$ cat src/rtl/alu_issue.sv
// -----------------------------------------------------------------------------
// alu_issue
//   Issues one operation at a time to an external combinational ALU.
//   A request is latched in IDLE, driven onto the ALU in EXEC, and the
//   ALU result is held in DONE until the consumer takes it. The block
//   itself performs no arithmetic beyond the completed-operation counter.
//
// Ports
//   clk                 sole clock, all state on the rising edge
//   reset               asynchronous, active-low reset
//   in_valid/in_ready   request handshake (ready only in IDLE)
//   in_op, in_a, in_b   request opcode and operands
//   in_use_acc          take operand A from the accumulator instead of in_a
//   acc_clr             synchronous accumulator clear, honoured in any state
//   alu_a/alu_b/alu_op  operands and opcode presented to the downstream ALU
//   alu_c               combinational result returned by the ALU
//   out_valid/out_ready result handshake (valid only in DONE)
//   out_data            registered ALU result
//   acc                 accumulator (last result unless cleared)
//   op_count            completed operations, wraps silently
// -----------------------------------------------------------------------------
module alu_issue #(
    parameter int WIDTH = 32,
    parameter int CNTW  = 16
) (
    input  logic             clk,
    input  logic             reset,
    input  logic             in_valid,
    output logic             in_ready,
    input  logic [2:0]       in_op,
    input  logic [WIDTH-1:0] in_a,
    input  logic [WIDTH-1:0] in_b,
    input  logic             in_use_acc,
    input  logic             acc_clr,
    output logic [WIDTH-1:0] alu_a,
    output logic [WIDTH-1:0] alu_b,
    output logic [2:0]       alu_op,
    input  logic [WIDTH-1:0] alu_c,
    output logic             out_valid,
    input  logic             out_ready,
    output logic [WIDTH-1:0] out_data,
    output logic [WIDTH-1:0] acc,
    output logic [CNTW-1:0]  op_count
);

    typedef enum logic [1:0] {
        IDLE = 2'd0,
        EXEC = 2'd1,
        DONE = 2'd2
    } state_t;

    state_t           r_state;
    logic             r_in_ready;
    logic             r_out_valid;
    logic [2:0]       r_op;
    logic [WIDTH-1:0] r_a;
    logic [WIDTH-1:0] r_b;
    logic [WIDTH-1:0] r_out;
    logic [WIDTH-1:0] r_acc;
    logic [CNTW-1:0]  r_cnt;

    always_ff @(posedge clk or negedge reset) begin
        if (!reset) begin
            r_state     <= IDLE;
            r_in_ready  <= 1'b1;
            r_out_valid <= 1'b0;
            r_op        <= '0;
            r_a         <= '0;
            r_b         <= '0;
            r_out       <= '0;
            r_acc       <= '0;
            r_cnt       <= '0;
        end else begin
            case (r_state)
                IDLE: begin
                    if (in_valid) begin
                        r_op       <= in_op;
                        // r_acc here is the value before any same-edge clear.
                        r_a        <= in_use_acc ? r_acc : in_a;
                        r_b        <= in_b;
                        r_in_ready <= 1'b0;
                        r_state    <= EXEC;
                    end
                end
                EXEC: begin
                    r_out       <= alu_c;
                    r_acc       <= alu_c;
                    r_cnt       <= r_cnt + CNTW'(1);
                    r_out_valid <= 1'b1;
                    r_state     <= DONE;
                end
                DONE: begin
                    if (out_ready) begin
                        r_out_valid <= 1'b0;
                        r_in_ready  <= 1'b1;
                        r_state     <= IDLE;
                    end
                end
                default: begin
                    r_out_valid <= 1'b0;
                    r_in_ready  <= 1'b1;
                    r_state     <= IDLE;
                end
            endcase
            // NOTE: with non-blocking assignments the last one in the block
            // takes effect, so this clear overrides the EXEC capture above.
            if (acc_clr) begin
                r_acc <= '0;
            end
        end
    end

    // Every output comes straight from a register: the ALU inputs never
    // follow the request bus, and out_valid never depends on out_ready.
    assign in_ready  = r_in_ready;
    assign out_valid = r_out_valid;
    assign alu_a     = r_a;
    assign alu_b     = r_b;
    assign alu_op    = r_op;
    assign out_data  = r_out;
    assign acc       = r_acc;
    assign op_count  = r_cnt;

endmodule

$ cat config.mk
export PLATFORM = sky130hd
export DESIGN_NAME = alu_issue
export DESIGN_NICKNAME = d
export VERILOG_FILES = /design/src/rtl/alu_issue.sv
export SDC_FILE = /design/constraint.sdc
export NUM_CORES = 1
export LEC_CHECK = 0
export ABC_AREA = 0
export BUFFER_PORTS_ARGS = -buffer_cell sky130_fd_sc_hd__buf_2
export CAP_MARGIN = 25
export CORE_UTILIZATION = 29
export CTS_CLUSTER_DIAMETER = 30
export DETAILED_ROUTE_END_ITERATION = 8
export PLACE_DENSITY = 0.63
export SLEW_MARGIN = 20
export SYNTH_ARGS = -nofsm -noshare
export SYNTH_HDL_FRONTEND = slang
export SYNTH_SLANG_ARGS = --single-unit
$ cat constraint.sdc
create_clock -name clk -period 2.9 [get_ports clk]
set_input_delay 0 -clock clk [delete_from_list [all_inputs] [get_ports clk]]
set_output_delay 0 -clock clk [all_outputs]
set_load 0.005 [all_outputs]
==> impl_metrics.json <==
{
  "layout.filler_cells": 1777,
  "wl_per_cell_um": 14.83,
  "net_switching_w": 0.002814,
  "dr.pass1.iters": 4,
  "synth-warning-count": 0,
  "worst_min_path_class": "input pin to async pin",
  "die_area_um2": 20960,
  "ys_seq_area_share_pct": 63.94,
  "design_area_um2": 9082,
  "postSynthRegisterBits": 151,
  "synthesis.area_per_instance_um2": 11.24,
  "sum_of_negative_setup_slack_ps": 0,
  "core-area_um2": 19720,
  "antenna_found_initial": 0,
  "clock_latency_late_sink_ps": 410,
  "die_h_um": 144.8,
  "setup.worst_path.end_class": "register",
  "first_pass_grt_wire_length_um": 25940,
  "drc": 0,
  "flow.area_growth_from_synthesis_pct": 53.63,
  "critPathSlowestCell": "dfrtp_1",
  "detail_route.vias_per_cell": 4.391,
  "cts_setup_buffers": 0,
  "final_max_slew_violation_count": 0,
  "power.combinational.fraction_pct": 31.7,
  "dp.final_hpwl_um": 10970,
  "post_synth_fa_ha_maj_area_fraction_pct": 0.2116,
  "placement.io_buffers": 253,
  "timing.critical_path.cells": "nand2b_4 -> buf_4 -> nand2_1 -> a21oi_1",
  "die-width_um": 144.8,
  "dominant_combinational_cell_family_by_area_after_synthesis": "simple AND/OR/NAND/NOR gates",
  "min_period_ps": 1853,
  "final.setup.worst_slack_ps": 1047,
  "num_rows": 51,
  "hold_buffers": 102,
  "max-vdd-ir-drop_mv": 0.3938,
  "number_of_global_route_vias_before_repair": 5077,
  "setup-violations-final": 0,
  "dr.first_iter.drc_count": 151,
  "netlist_instances": 526,
  "yosys.area_share.simple_pct": 13.48,
  "max-cap-violations": 0,
  "cts_num_sinks": 151,
  "power_leakage_nw": 4.607,
  "worstPathMaxFanout": 41,
  "grtUsageTotal_pct": 16.39,
  "max_freq_mhz": 539.8,
  "finalCritPeriodShare_pct": 63.88,
  "internal_power_w": 0.005555,
  "path_clk_slew_ps": 70,
  "power_density_nw_per_um2": 921.4,
  "setup_repair_after_global_routing_missed_its_margin": "no",
  "tritoncts": "built",
  "run_status": "completed",
  "initial_utilization_pct": 29.98,
  "compound_cell_area_share_of_the_yosys_netlist_pct": 5.714,
  "placed_area_um2": 7461,
  "final.setup_skew_ps": 6.495,
  "design.portCount": 254,
  "netSwitchingFraction_pct": 33.62,
  "worst_path_largest_cell_delay_ps": 510,
  "ant_nets": 0,
  "grt_overflow_total": 0,
  "finalHoldViolations": 0,
  "cts_htree_levels": 4,
  "grt_start_max_net_pins": 85,
  "clock_power_share_pct": 27.0,
  "slew_at_the_pin_closest_to_its_max_slew_limit_ps": 784.4,
  "synthesis.nets": 632,
  "finalWeightedCongestion": 0.7839,
  "critical-path-top-delay-family": "simple AND/OR/NAND/NOR gates",
  "cp_num_buf_inv": 1,
  "yosys.area_share.xor_xnor_pct": 2.222,
  "synthMuxAreaShare_pct": 12.08,
  "timing.critical_path.from_type": "register",
  "place_worst_setup_slack_ps": 1080,
  "detailroute.via_count": 5076,
  "post_synthesis_cell_area_um2": 5912,
  "criticalPathCategory": "register to register",
  "required_ps": 3230,
  "cts.root.buffer_cell": "clkbuf_16",
  "multiInputGateArea_um2": 2008,
  "postRouteWirelength_um": 17150,
  "inserted_clock_buffers": 17,
  "cts_max_path_buffers": 2,
  "area_taken_by_flip_flops_and_latches_um2": 3780,
  "cts.repair.resized": 0,
  "relSlewSlack_pct": 47.71,
  "worstPathArrival_ps": 2190,
  "power.share.sequential_pct": 41.2,
  "nNetsFinal": 984,
  "finalCoreUtilization_pct": 46.06,
  "n_antenna_cell": 0,
  "layout-drive-gt1-share_pct": 37.15,
  "ys_types": 25
}
[synthesized netlist by cell type]
cell type | n | share of area [%]
nand2b_1 | 2 | 0.21
nand4_1 | 2 | 0.21
and3_1 | 2 | 0.21
a21oi_1 | 65 | 5.5
nor3_1 | 1 | 0.085
xor2_1 | 3 | 0.44
o21ai_0 | 1 | 0.085
o21a_1 | 1 | 0.13
nand3_1 | 10 | 0.85
buf_2 | 21 | 1.8
mux2i_1 | 32 | 5.4
mux2_1 | 2 | 0.38
inv_1 | 1 | 0.063
nor2_1 | 37 | 2.3
xnor2_1 | 12 | 1.8
dfrtp_1 | 150 | 63
nand2_1 | 137 | 8.7
ha_1 | 1 | 0.21
nor4_2 | 1 | 0.21
nor2b_1 | 1 | 0.11
nor2_4 | 1 | 0.19
clkbuf_1 | 8 | 0.51
dfstp_2 | 1 | 0.44
nor4_4 | 1 | 0.36
mux2_2 | 33 | 6.3
[worst paths after layout]
check                             start      endpoint  slack (ps)  cells past startpoint
min reg2reg                op_count[15]  op_count[15]         470                      1
max reg2reg                  r_state[1]       acc[21]        1050                      4
max in group asynchronous         reset       acc[14]        1860                      3
min in group clk                acc_clr       acc[20]         190                      2
min                               reset  op_count[12]         190                      2
max                          r_state[1]       acc[21]        1050                      4
[metal layers]
layer | vias up | wire length, um | GRT usage, %
met5 | - | 0 | 0
met3 | 22 | 1059 | 4.771
li1 | 2449 | - | -
met1 | 2425 | 7497 | 20.03
met4 | 0 | 346 | 6.427
met2 | 180 | 8243 | 27.15
[power groups by stage]
| stage | Sequential (W) | Combinational [W] | Clock (W) |
|---|---|---|---|
| global placement | 0.00345 | 0.00253 | 0 |
| floorplan | 0.00350 | 0.00121 | 0 |
| detailed placement | 0.00346 | 0.00258 | 0 |
| global route | 0.00356 | 0.00298 | 0.00241 |
| CTS | 0.00344 | 0.00268 | 0.00234 |
| finish | 0.00345 | 0.00266 | 0.00226 |
[cells in the final DEF (no fill, tap or decap), types with 2 or more instances in the layout]
| master | count |
|---|---|
| buf_2 | 252 |
| dfrtp_1 | 150 |
| nand2_1 | 137 |
| dlygate4sd3_1 | 102 |
| a21oi_1 | 65 |
| nor2_1 | 37 |
| mux2_2 | 33 |
| mux2i_1 | 32 |
| clkbuf_16 | 17 |
| xnor2_1 | 12 |
| nand3_1 | 10 |
| buf_4 | 6 |
| inv_6 | 5 |
| clkinvlp_4 | 4 |
| xor2_1 | 3 |
| mux2_1 | 2 |
| and3_1 | 2 |
| nand4_1 | 2 |
| bufinv_16 | 2 |
| inv_8 | 2 |
[sequential cells by signal, indices dropped and copies added, names as in the netlist, 2 cells and up]
name	flops
alu_b	32
alu_op	3
op_count	16
out_data	32
alu_a	32
r_state	2
acc	32
[metrics by stage]
step           hold WS [ps]  total power (W)  std cells
3_3_place_gp          106.4         0.005976       1022
2_1_floorplan        -295.6         0.004711        526
4_1_cts               143.0         0.008458       1156
3_5_place_dp          108.7         0.006036       1022
6_report              186.2         0.008369       1156
5_1_grt               199.8         0.008949       1156
[final cells by class]
| type | instances | share of cell area, % |
|---|---|---|
| clock buffers | 18 | 4.835 |
| clock inverters | 14 | 1.777 |
| inverters | 1 | 0.04133 |
| multi-input cells | 345 | 22.11 |
| flip-flops and latches | 151 | 41.62 |
| well taps | 265 | 3.651 |
| repair buffers | 362 | 25.97 |
[cell families after synthesis]
logic type | Yosys count
compound gates | 67
xor+xnor | 15
fa+ha+maj | 1
buf+inv | 30
flops | 151
mux | 67
simple gates | 195
Note: power is estimated with default switching activity, not from simulation.
